`src/rtl/uart_rx_pkg.sv`:
```
// Shared UART receiver definitions: divisor sizing, frame width and receiver states.
package uart_rx_pkg;

    localparam int UART_DIV_W       = 13;
    localparam int UART_DEFAULT_DIV = 3125;
    localparam int UART_MIN_DIV     = 4;
    localparam int UART_DATA_W      = 8;

    typedef enum logic [2:0] {
        ST_IDLE,
        ST_START,
        ST_DATA,
        ST_PARITY,
        ST_STOP,
        ST_BRK
    } rx_state_t;

    function automatic logic even_parity(input logic [UART_DATA_W-1:0] b);
        return ^b;
    endfunction

endpackage

```
`src/rtl/uart_rx_sync2.sv`:
```
// Two-flop synchroniser for the asynchronous rx line; resets to the idle (high) level.
module uart_rx_sync2 (
    input  logic clk,
    input  logic reset,
    input  logic d,
    output logic q
);

    logic meta;

    always_ff @(posedge clk) begin
        if (reset) begin
            meta <= 1'b1;
            q    <= 1'b1;
        end else begin
            meta <= d;
            q    <= meta;
        end
    end

endmodule

```
`src/rtl/uart_rx.sv`:
```
// 8N1 UART receiver with runtime divisor and mid-bit sampling.
// Define UART_RX_PARITY_EN for 8E1 framing with a parity_err strobe.
module uart_rx
    import uart_rx_pkg::*;
#(
    parameter int DEFAULT_DIV = UART_DEFAULT_DIV,
    parameter int DIV_W       = UART_DIV_W
) (
    input  logic                   clk,
    input  logic                   reset,
    input  logic                   rx,
    input  logic                   set,
    input  logic [DIV_W-1:0]       div_in,
    output logic [UART_DATA_W-1:0] data,
    output logic                   valid,
    output logic                   busy,
    output logic                   frame_err,
    output logic                   parity_err
);

    localparam logic [DIV_W-1:0] DIV_RST = DIV_W'(DEFAULT_DIV);
    localparam logic [DIV_W-1:0] DIV_MIN = DIV_W'(UART_MIN_DIV);

    rx_state_t              state;
    logic                   rx_s;
    logic                   rx_s_d;
    logic [DIV_W-1:0]       div;
    logic [DIV_W-1:0]       cnt;
    logic [2:0]             bit_idx;
    logic [UART_DATA_W-1:0] shreg;
    logic                   set_ok;
    logic [DIV_W-1:0]       div_now;
    logic                   cnt_zero;

    uart_rx_sync2 u_sync (
        .clk   (clk),
        .reset (reset),
        .d     (rx),
        .q     (rx_s)
    );

    // A divisor written in the same cycle as a start edge already governs that frame.
    assign set_ok   = set && (state == ST_IDLE) && (div_in >= DIV_MIN);
    assign div_now  = set_ok ? div_in : div;
    assign cnt_zero = (cnt == '0);
    assign busy     = (state != ST_IDLE);

`ifdef UART_RX_PARITY_EN
    logic par_bit;
    logic par_bad;
    assign par_bad = (even_parity(shreg) != par_bit);
`else
    assign parity_err = 1'b0;
`endif

    always_ff @(posedge clk) begin
        if (reset) begin
            state     <= ST_IDLE;
            div       <= DIV_RST;
            cnt       <= '0;
            bit_idx   <= '0;
            shreg     <= '0;
            data      <= '0;
            valid     <= 1'b0;
            frame_err <= 1'b0;
            rx_s_d    <= 1'b1;
`ifdef UART_RX_PARITY_EN
            par_bit    <= 1'b0;
            parity_err <= 1'b0;
`endif
        end else begin
            valid     <= 1'b0;
            frame_err <= 1'b0;
            rx_s_d    <= rx_s;
`ifdef UART_RX_PARITY_EN
            parity_err <= 1'b0;
`endif
            if (set_ok)
                div <= div_in;

            case (state)
                ST_IDLE: begin
                    if (rx_s_d && !rx_s) begin
                        state <= ST_START;
                        cnt   <= div_now >> 1;
                    end
                end
                ST_START: begin
                    if (!cnt_zero) begin
                        cnt <= cnt - 1'b1;
                    end else if (!rx_s) begin
                        state   <= ST_DATA;
                        cnt     <= div - 1'b1;
                        bit_idx <= '0;
                    end else begin
                        state <= ST_IDLE;
                    end
                end
                ST_DATA: begin
                    if (!cnt_zero) begin
                        cnt <= cnt - 1'b1;
                    end else begin
                        shreg   <= {rx_s, shreg[UART_DATA_W-1:1]};
                        cnt     <= div - 1'b1;
                        bit_idx <= bit_idx + 1'b1;
                        if (bit_idx == 3'd7) begin
`ifdef UART_RX_PARITY_EN
                            state <= ST_PARITY;
`else
                            state <= ST_STOP;
`endif
                        end
                    end
                end
`ifdef UART_RX_PARITY_EN
                ST_PARITY: begin
                    if (!cnt_zero) begin
                        cnt <= cnt - 1'b1;
                    end else begin
                        par_bit <= rx_s;
                        cnt     <= div - 1'b1;
                        state   <= ST_STOP;
                    end
                end
`endif
                ST_STOP: begin
                    if (!cnt_zero) begin
                        cnt <= cnt - 1'b1;
                    end else begin
                        data <= shreg;
`ifdef UART_RX_PARITY_EN
                        parity_err <= par_bad;
`endif
                        if (rx_s) begin
`ifdef UART_RX_PARITY_EN
                            valid <= !par_bad;
`else
                            valid <= 1'b1;
`endif
                            state <= ST_IDLE;
                        end else begin
                            frame_err <= 1'b1;
                            state     <= ST_BRK;
                        end
                    end
                end
                // A stuck-low line must go high before another start edge can be seen.
                ST_BRK: begin
                    if (rx_s)
                        state <= ST_IDLE;
                end
                default: state <= ST_IDLE;
            endcase
        end
    end

endmodule

```
`config.mk`:
```
export PLATFORM = sky130hd
export DESIGN_NAME = uart_rx
export DESIGN_NICKNAME = d
export VERILOG_FILES = /design/src/rtl/uart_rx_pkg.sv /design/src/rtl/uart_rx_sync2.sv /design/src/rtl/uart_rx.sv
export SDC_FILE = /design/constraint.sdc
export NUM_CORES = 1
export LEC_CHECK = 0
export ABC_AREA = 1
export ABC_CLOCK_PERIOD_IN_PS = 2100
export CAP_MARGIN = 20
export CORE_MARGIN = 3
export CORE_UTILIZATION = 50
export DETAILED_ROUTE_END_ITERATION = 6
export GPL_TIMING_DRIVEN = 0
export PLACE_DENSITY_LB_ADDON = 0.1
export SLEW_MARGIN = 0
export SYNTH_ARGS = -nofsm -noshare
export SYNTH_HDL_FRONTEND = slang
export SYNTH_SLANG_ARGS = --single-unit
export TNS_END_PERCENT = 100
```
`constraint.sdc`:
```
create_clock -name clk -period 2.1 [get_ports clk]
set_input_delay 0.21 -clock clk [delete_from_list [all_inputs] [get_ports clk]]
set_output_delay 0.21 -clock clk [all_outputs]
set_load 0.02 [all_outputs]
```
After elaboration in Yosys (flattened, before gate mapping)
Cells that the tools add are included.
- bits in registers: 53
- bits of input ports: 17
- output and inout port bits: 12
- $add $sub $neg: 3
- magnitude comparators: 1
- eq/ne operators: 14
- muxes and demuxes: 22
- bitwise operators: 2
- reduce and logical (&&, ||, !) cells: 15
- operators by type and width (operator ; count):
    two-way mux 13 bit ; 6
    one-hot mux 13 bit (4 select lines) ; 1
    two-way mux 3 bit ; 10
    subtractor 13 x 1 -> 13 bit, second input constant ; 2
    one-hot mux 3 bit (5 select lines) ; 1
    >= comparator 13 x 3 -> 1 bit, second input constant ; 1
    zero test 13 bit ; 1
    != test 2 bit, second input constant ; 6
    == test 3 bit, second input constant ; 3
    AND reduction 4 bit ; 2
    one-hot mux 3 bit (2 select lines) ; 1
    AND reduction 6 bit ; 1
    != test 2 x 1 -> 1 bit, second input constant ; 2
    AND reduction 2 bit ; 2
    nonzero test 4 bit ; 1
    adder 3 x 1 -> 3 bit, second input constant ; 1
    == test 3 x 1 -> 1 bit, second input constant ; 1
    == test 3 x 2 -> 1 bit, second input constant ; 1
    logical AND 1 bit ; 3
    zero test 3 bit ; 1
    != test 3 bit, second input constant ; 1
    nonzero test 3 bit ; 1
    OR reduction 3 bit ; 1
    two-way mux 1 bit ; 2
    other kinds (4) ; 5

Depth between registers and ports, before layout
Gate-level depths: netlist of the first run.
- depth in word-level cells: 6
- gate-level depth with buffers: 11
- mapped depth without buffers: 11

By module
From an unflattened synthesis of the first run, not the netlist that was laid out.
- cell total of the unflattened synthesis: 537
- area, all modules: 3296.9 um^2
- by module, submodules not included (module ; instances ; cells each ; area each (um^2)):
    uart_rx ; 1 ; 530 ; 3238.1
    uart_rx_sync2 ; 1 ; 7 ; 58.8

Worst setup path before layout of the first run
OpenSTA, ideal clock, no wires.
- path kind: register to register
- start point: register cnt[0]
- end point: register cnt[2]
- library setup time: 115 ps
- data arrival time: 1479 ps
- required time: 1985 ps
- path slack: 507 ps
- stages on the path, launching flop included: 12
- buffers on the path: 1
- clock period less this slack: 1593 ps
- path through: dfxtp_1 > inv_1 > ha_1 > nand3_1 > inv_2 > nand3_4 > nand2_2 > nor2_4 > buf_6 > nand2_1 > nor2_1 > nor2_1
- longest elaborated chain between the ends: 3
- elaborated cells between the ends (all ways): 9
- those cells by class: add/sub (1); eq/ne (2); mux (4); reduce/logical (2)
- ends and longest elaborated chain (element ; line ; RTL):
    start, declared ; uart_rx.sv:28 ; logic [DIV_W-1:0] cnt;
    start signal, assigned ; uart_rx.sv:85 ; cnt <= div_now >> 1;
    start signal, assigned ; uart_rx.sv:90 ; cnt <= cnt - 1'b1;
    start signal, assigned ; uart_rx.sv:93 ; cnt <= div - 1'b1;
    subtractor 13 x 1 -> 13 bit / zero test 13 bit (equally long branches) ; - ;
    two-way mux 13 bit (tied with other cells) ; uart_rx.sv:127 ; if (!cnt_zero) begin
    one-hot mux 13 bit (4 select lines) / AND reduction 4 bit (equally long branches) ; - ;
Parallel ways exist; a longest one is shown, timed or not. The select of a mux whose other input is x is not followed.
A chain may end at the register's enable or synchronous reset.

Final worst setup path of the first run
- start point: register cnt[0]
- end point: register cnt[3]
The elaborated chain is that of the path after synthesis.

==> reports/metrics.yaml, run 1 <==
status: "finished, final reports clean"
relSlewSlack_pct: 57.4
ir_worst_vdd_mv: 0.783
synth_flop_cell: "dfxtp_1"
whs_ns: 0.396
clock_path_buffers: 2
p_leak_uw: 0.00176
overflow: 0
ys_seq_area_share_pct: 32.7
yosys_warnings: 0
met1Wirelength_um: 4100
antenna_left: 0
cts_hold_buf: 0
wl_met3_um: 319
fillers: 626
core_area_um2: 6100
rows: 28
wl_met2_um: 3460
post-route-drc-count: 0
fin_worst_skew_ns: 0.00950
layout_commonest_cell: "nand2_1"
cts-resized-gates: 0
cts-htree-levels: 2
place_hpwl_um: 6150
startpoint_type: "flop"
cts_sinks: 53
synth.avg_cell_area_um2: 6.26
grt_pass1_vias: 2891
die_area_um2: 7500
fin_crit_sh_pct: 88.0
worst_slew_pin_slew_ns: 0.639
yosys.cell_types.count: 34
crit_fanout: 10
syn_inst: 519
area_delta_synth_final_pct: 13.9
highest-signal-layer: "met4"
critPathCaptureType: "flop"
period_needed_ns: 1.85
antenna_found_initial: 0
start_util_pct: 53.3
drtPass1Iterations: 7
fin_setup_tns_ns: 0
rsz0062_at_grt: "false"
cts_tree: "built"
drv_cap: 0
clkTransAtPathRegs_ns: 0.10
hold_violations: 0
grt_use_total_pct: 22.8
ys_ff_latch: 53
numCtsBuffers: 5
hold_path_class: "input port to flop"
nNetsFinal: 574
setup_viol: 0
grt_max_degree: 18
insertedDiodeCount: 0
cp.required_ns: 2.36
wire_per_inst_um: 12.7
syn-num-nets: 541
gp_congestion: 0.866
power_density_nw_per_um2: 1400
io_pins: 29
num_vias: 3177
slew_viol_final: 0
worstSetupPathType: "flop to flop"
max_clock_freq_ghz: 0.541
drt_wl_total_um: 7980
cts_root_buf: "clkbuf_8"
async_reset_ff_share_pct: 0
via_per_inst: 5.06
cts_setup_buffers: 0
grt_pass1_wl_um: 13600
crit_arrival_ns: 2.10
clkLatencyLatePin_ns: 0.32
syn_area_um2: 3250
synth_edf_count: 0
mostFrequentLayoutCells: "nand2_1 (129), nor2_1 (79), inv_1 (64)"
die_w_um: 86.6
die_h_um: 86.6
layout-drive-gt1-share_pct: 8.68
io_buffers: 26
drt_iter0_markers: 282
==> worst paths after layout <==
kind | cells after the start | slack [ns] | to | startpoint
setup reg to reg | 10 | 0.25 | cnt[3]$_SDFFE_PP0P_ | cnt[0]$_SDFFE_PP0P_
setup / recovery | 10 | 0.25 | cnt[3]$_SDFFE_PP0P_ | cnt[0]$_SDFFE_PP0P_
hold / removal | 2 | 0.40 | bit_idx[0]$_SDFFE_PP0P_ | reset
hold reg to reg | 1 | 0.42 | u_sync.q$_SDFF_PP1_ | u_sync.meta$_SDFF_PP1_
==> critical path, cell delays in order, from the launching register on <==
cell	delay (ns)
dfxtp_1	0.40
inv_1	0.10
ha_1	0.21
nand3_1	0.16
inv_2	0.10
nand3_4	0.15
nand2_2	0.09
nor2_4	0.18
buf_6	0.18
o21ai_1	0.07
a21oi_1	0.14
==> registers in the layout (all words and copies together) (netlist names) <==
signal       cells
u_sync.q         1
u_sync.meta      1
valid            1
state            3
bit_idx          3
data             8
div             13
cnt             13
frame_err        1
rx_s_d           1
shreg            8
==> kinds of logic after synthesis <==
logic type,count (synthesis),share of synthesized area [%]
and+or+nand+nor,300,41.8
xor gates and xnor gates,4,1.08
AOI/OAI and AO/OA,69,11.3
DFF,53,32.7
buffers and inverters,87,11.1
adders and majority gates,5,1.93
other,1,0.115
==> report_power, final <==
part           switching, uW  internal [uW]  total, uW
logic                   2060           1100       3160
clock network            375            273        647
registers                172           1200       1370
==> stage by stage <==
stage	total power (uW)	area [um^2]	util, %	worst slack [ns]	instances
floorplan	3760	3250	-	0.507	519
global placement	4430	3600	59.1	0.148	620
detailed placement	4480	3600	59.1	0.130	620
CTS	5130	3700	60.7	0.262	628
global route	5670	3700	60.7	0.0214	628
finish	5170	3700	60.7	0.253	628
==> final cells by class <==
class                   count  area [um^2]  share of cell area (%)
repair buffers             26          260                    7.03
flip-flops and latches     53         1060                    28.7
clock buffers               6         82.6                    2.23
inverters                  71          267                    7.20
plain buffers              16         95.1                    2.57
multi-input cells         379         1820                    49.3
well taps                  75         93.8                    2.54
clock inverters             2         16.3                   0.440
==> synthesized netlist by cell type, types with 4 or more instances <==
cell / count / area share (%)
buf_2: 4 / 0.62
clkbuf_1: 7 / 0.81
o21ai_1: 12 / 1.8
nor2_1: 79 / 9.1
inv_2: 7 / 0.81
inv_1: 64 / 7.4
ha_1: 5 / 1.9
nor2_2: 5 / 0.96
o21ai_0: 24 / 3.7
nand3_1: 61 / 9.4
nand2_1: 129 / 15
a21oi_1: 25 / 3.9
nand3b_1: 5 / 1.2
dfxtp_1: 53 / 33
nand2_2: 6 / 1.2
==> layer usage <==
layer  vias up  track usage (%)
met3         7             3.23
li1       1700                -
met5         -                0
met4         0             5.24
met1      1396             32.4
met2        74             36.6
Power figures use the tool's default switching activity.
==> run 2, diff against run 1 <==
- CORE_UTILIZATION: 50 -> 43
==> run 2 against run 1 <==
Compared with the run above: first-iteration DRC count down 42%; non-clock buffer count unchanged; clock skew is 0.0037 ns lower; critical path type unchanged; largest cell class unchanged.
==> reports/metrics.yaml, run 2 (synthesis results as in run 1) <==
place_hpwl_um: 6220  # +1.1%
hold_path_class: "input port to flop"
cts-resized-gates: 0  # unchanged
stdcell_count: 652  # +3.8%
fin_setup_tns_ns: 0  # unchanged
pwr-share-clk_pct: 12.4  # about the same
crit_arrival_ns: 2.09  # about the same
cts_setup_buffers: 0  # unchanged
clock_path_buffers: 2  # unchanged
worstSetupPathType: "flop to flop"
cts-htree-levels: 2  # unchanged
insertedDiodeCount: 0  # unchanged
area_delta_synth_final_pct: 14.8
seq_power_share_pct: 26.6  # +0.2 points
slew_viol_final: 0  # unchanged
cts_tree: "built"
power_uw: 5140  # -0.66%
regArea_um2: 1060  # unchanged
cts_hold_buf: 0  # unchanged
clkLatencyLatePin_ns: 0.32  # about the same
layout_commonest_cell: "nand2_1"
power_frac_comb_pct: 61.0  # about the same
drt_wl_total_um: 7920  # -0.80%
via_per_inst: 4.80  # -5.1%
io_buffers: 26  # unchanged
max_clock_freq_ghz: 0.533  # -1.5%
antenna_found_initial: 0  # unchanged
place_inst: 644  # +3.9%
drtPass1Iterations: 4  # -3
reg.largest.list: "cnt (13), div (13)"
fillers: 792  # +27%
drv_cap: 0  # unchanged
core_area_um2: 7290  # +20%
cts_root_buf: "clkbuf_8"
rows: 31  # +11%
sw_frac_of_total_pct: 50.4  # +0.11 points
status: "finished, final reports clean"
numCtsBuffers: 5  # unchanged
crit_fanout: 10  # unchanged
fin_worst_skew_ns: 0.00584  # -0.00366 ns
die_area_um2: 8630  # +15%
die_w_um: 92.9  # +7.3%
startpoint_type: "flop"
mostFrequentLayoutCells: "nand2_1 (129), nor2_1 (79), inv_1 (64)"
wire_per_inst_um: 12.1  # -4.5%
post-route-drc-count: 0  # unchanged
ir_worst_vdd_mv: 0.696  # -11%
p_int_uw: 2550  # -0.87%
grt_use_total_pct: 19.8  # -2.9 points
grt_max_degree: 20  # +2
layout-drive-gt1-share_pct: 8.68  # unchanged
setup_viol: 0  # unchanged
overflow: 0  # unchanged
num_vias: 3131  # -1.4%
multi_input_area_um2: 1820  # unchanged
grt_pass1_wl_um: 13800  # +1.5%
grt_pass1_vias: 2879  # -0.42%
fin_crit_sh_pct: 89.3  # +1.3 points
gp_congestion: 0.847  # -2.2%
relSlewSlack_pct: 62.2  # +4.8 points
power_density_nw_per_um2: 1380  # -1.4%
start_util_pct: 44.5  # -8.7 points
worst_slew_pin_slew_ns: 0.566  # -0.0723 ns
clkTransAtPathRegs_ns: 0.10  # about the same
nNetsFinal: 574  # unchanged
critPathCaptureType: "flop"
hold_violations: 0  # unchanged
period_needed_ns: 1.88  # +0.0280 ns
rsz0062_at_grt: "false"
drt_iter0_markers: 163  # -42%
cts_sinks: 53  # unchanged
antenna_left: 0  # unchanged
p_leak_uw: 0.00177  # +0.16%
switchingPower_uw: 2590  # -0.45%
die_h_um: 92.9  # +7.3%
io_pins: 29  # unchanged
cp.required_ns: 2.32  # -0.04 ns
[run 2: final timing paths]
check	slack [ns]	end	cells after the start	start
min reg2reg	0.43	u_sync.q$_SDFF_PP1_	1	u_sync.meta$_SDFF_PP1_
max reg2reg	0.22	cnt[2]$_SDFFE_PP0P_	11	cnt[0]$_SDFFE_PP0P_
min	0.40	bit_idx[0]$_SDFFE_PP0P_	2	reset
max	0.22	cnt[2]$_SDFFE_PP0P_	11	cnt[0]$_SDFFE_PP0P_
[run 2: layout make-up]
cell class / instances / area share, %
plain buffers: 16 / 2.55
flip-flops and latches: 53 / 28.5
repair buffers: 26 / 6.98
inverters: 71 / 7.15
clock inverters: 3 / 0.772
multi-input cells: 379 / 48.9
clock buffers: 5 / 1.85
well taps: 99 / 3.32
[run 2: power by group through the flow]
| stage | clock network (uW) | logic [uW] | registers (uW) |
|---|---|---|---|
| after global routing | 696 | 3580 | 1400 |
| after global placement | 0 | 3070 | 1380 |
| final | 636 | 3140 | 1370 |
| after floorplan | 0 | 2390 | 1370 |
| after detailed placement | 0 | 3110 | 1390 |
| after CTS | 659 | 3120 | 1360 |
[run 2: routing by layer]
layer | GRT usage, % | vias to the layer above | part of all wire [%]
li1 | - | 1700 | -
met1 | 28.2 | 1361 | 51
met2 | 31.9 | 63 | 44
met3 | 2.44 | 7 | 3.9
met4 | 4.76 | 0 | 1.1
met5 | 0 | - | 0
[run 2: stage by stage]
step	setup WS (ns)	hold WS (ns)	util, %	area (um^2)
floorplan	0.507	0.314	-	3250
global placement	0.133	0.402	49.8	3630
detailed placement	0.0978	0.405	49.8	3630
CTS	0.220	0.384	51.1	3730
global route	0.0497	0.409	51.1	3730
finish	0.225	0.399	51.1	3730
[run 2: critical path: stages, from the launching register on]
cell and delay (ns):
dfxtp_1 0.40, inv_1 0.10, ha_1 0.22, nand3_1 0.16
inv_2 0.10, nand3_4 0.16, nand2_2 0.09, nor2_4 0.18
buf_6 0.18, nand2_1 0.06, nor2_1 0.08, nor2_1 0.04
==> run 3, diff against run 2 <==
- CORE_MARGIN: 3 -> unset
==> run 3 against run 2 <==
Compared with the run above: sequential share of layout area decreased by 0.14 points; register-to-register slack improved by 0.03 ns; non-clock buffer count unchanged; total power increased by 2.4%; die area decreased by 8.4%; global-route usage increased by 2.7 points; utilization increased by 0.26 points; count of clock-buffer cells in the layout unchanged; via count increased by 0.70%; first-iteration DRC count decreased by 13%; maximum frequency increased by 1.5%; clock power increased by 18%.
==> reports/metrics.yaml, run 3 (synthesis results as in run 1) <==
ff2ff_setup_slack_ns: 0.25  # +0.03 ns
antenna_found_initial: 0  # unchanged
clock_path_buffers: 2  # unchanged
post_dp_cell_area_um2: 3630  # unchanged
hp-start: "reset"
clkLatencyLatePin_ns: 0.32  # about the same
layout-drive-gt1-share_pct: 8.68  # unchanged
fillers: 814  # +2.8%
antenna_left: 0  # unchanged
place_hpwl_um: 6250  # +0.51%
io_buffers: 26  # unchanged
fin_crit_sh_pct: 88.0  # -1.3 points
slowest_delay_ns: 0.39  # about the same
period_needed_ns: 1.85  # -0.0276 ns
fin_setup_tns_ns: 0  # unchanged
power_density_nw_per_um2: 1400  # +1.8%
num_vias: 3153  # +0.70%
crit_arrival_ns: 2.11  # +0.02 ns
start_util_pct: 44.5  # unchanged
relSlewSlack_pct: 60.2  # -2.0 points
cts-resized-gates: 0  # unchanged
io_pins: 29  # unchanged
hold_path_class: "input port to flop"
clkTransAtPathRegs_ns: 0.11  # about the same
gp_congestion: 0.895  # +5.6%
worstSetupPathType: "flop to flop"
status: "finished, final reports clean"
die_w_um: 88.9  # -4.3%
crit_fanout: 10  # unchanged
layout_commonest_cell: "nand2_1"
cts_sinks: 53  # unchanged
cts_tree: "built"
critPathBufInv: 3  # unchanged
ir_worst_vdd_mv: 0.961  # +38%
min_delay_path_depth: 2  # unchanged
fin_area_um2: 3750  # +0.50%
grt_pass1_wl_um: 13500  # -2.2%
regToRegEndpoint: "cnt[3]$_SDFFE_PP0P_"
multi_input_area_um2: 1820  # unchanged
grt_pass1_vias: 2874  # -0.17%
startpoint_type: "flop"
timing.rr.start: "cnt[0]$_SDFFE_PP0P_"
critPathSlowestCell: "dfxtp_1"
hold_violations: 0  # unchanged
rsz0062_at_grt: "false"
cts-htree-levels: 2  # unchanged
cts_hold_buf: 0  # unchanged
nNetsFinal: 574  # unchanged
grt_max_degree: 19  # -5.0%
worst_slew_pin_slew_ns: 0.597  # +0.0302 ns
crit_family: "simple AND/OR/NAND/NOR gates"
slew_viol_final: 0  # unchanged
numCtsBuffers: 5  # unchanged
insertedDiodeCount: 0  # unchanged
area_delta_synth_final_pct: 15.4
rows: 31  # unchanged
cts_setup_buffers: 0  # unchanged
max_clock_freq_ghz: 0.541  # +1.5%
power_uw: 5260  # +2.4%
die_h_um: 88.9  # -4.3%
cp.required_ns: 2.36  # +0.04 ns
reg.largest.list: "cnt (13), div (13)"
rr_worst_depth: 10  # -1
drt_wl_total_um: 8010  # +1.3%
cts_root_buf: "clkbuf_8"
cp_cell_sequence: "inv_1 > ha_1 > nand3_1 > inv_2 > nand3_4 > nand2_2 > nor2_4 > buf_6 > o21ai_1 > a21oi_1"
whs_ns: 0.379  # -0.0193 ns
drt_iter0_markers: 142  # -13%
regArea_um2: 1060  # unchanged
via_per_inst: 4.84  # +0.70%
die_area_um2: 7900  # -8.4%
drv_cap: 0  # unchanged
drtPass1Iterations: 4  # unchanged
post-route-drc-count: 0  # unchanged
grt_use_total_pct: 22.5  # +2.7 points
min_to: "bit_idx[0]$_SDFFE_PP0P_"
critPathCaptureType: "flop"
fin_worst_skew_ns: 0.00448  # -0.00137 ns
core_area_um2: 7290  # unchanged
overflow: 0  # unchanged
setup_viol: 0  # unchanged
mostFrequentLayoutCells: "nand2_1 (129), nor2_1 (79), inv_1 (64)"
p_leak_uw: 0.00177  # +0.48%
wire_per_inst_um: 12.3  # +1.3%
-- run 3: area by class of cell --
type | instances | share of cell area [%]
sequential | 53 | 28.3
buffer | 16 | 2.54
tap | 99 | 3.31
multi-input combinational | 379 | 48.7
clock inverter | 3 | 1.27
clock buffer | 5 | 1.84
inverter | 71 | 7.11
timing repair buffer | 26 | 6.94
-- run 3: through the flow --
stage          setup WS, ns  instances  utilization [%]
6_report              0.252        652             51.4
5_1_grt              0.0701        652             51.4
4_1_cts               0.243        652             51.4
3_5_place_dp         0.0896        644             49.8
3_3_place_gp          0.130        644             49.8
2_1_floorplan         0.507        519                -
-- run 3: worst max path at each step --
stage / start / slack [ns] / to / depth (start not counted)
5_1_grt: cnt[0]$_SDFFE_PP0P_ / 0.07 / cnt[2]$_SDFFE_PP0P_ / 11
3_3_place_gp: div_in[11] / 0.13 / cnt[9]$_SDFFE_PP0P_ / 11
6_report: cnt[0]$_SDFFE_PP0P_ / 0.25 / cnt[3]$_SDFFE_PP0P_ / 10
3_5_place_dp: div_in[11] / 0.09 / cnt[9]$_SDFFE_PP0P_ / 11
4_1_cts: cnt[0]$_SDFFE_PP0P_ / 0.24 / cnt[2]$_SDFFE_PP0P_ / 11
2_1_floorplan: cnt[0]$_SDFFE_PP0P_ / 0.51 / cnt[2]$_SDFFE_PP0P_ / 11
-- run 3: worst reg2reg max path, cell delays in order (launching register included) --
cell and delay [ns]:
dfxtp_1 0.39, inv_1 0.09, ha_1 0.22, nand3_1 0.17, inv_2 0.10, nand3_4 0.15
nand2_2 0.08, nor2_4 0.17, buf_6 0.18, o21ai_1 0.08, a21oi_1 0.14
-- run 3: power breakdown --
part / internal [uW] / leakage [uW] / switching (uW)
Clock: 364 / 0.0000591 / 385
Combinational: 1100 / 0.00128 / 2040
Sequential: 1200 / 0.000434 / 174
-- run 3: routing by layer --
| metal | up-vias | part of all wire (%) | wire length [um] | GRT usage [%] |
|---|---|---|---|---|
| li1 | 1701 | - | - | - |
| met4 | 0 | 1.9 | 149 | 8.80 |
| met2 | 69 | 43 | 3460 | 34.8 |
| met3 | 14 | 4.0 | 318 | 3.32 |
| met1 | 1369 | 51 | 4080 | 31.6 |
| met5 | - | 0 | 0 | 0 |
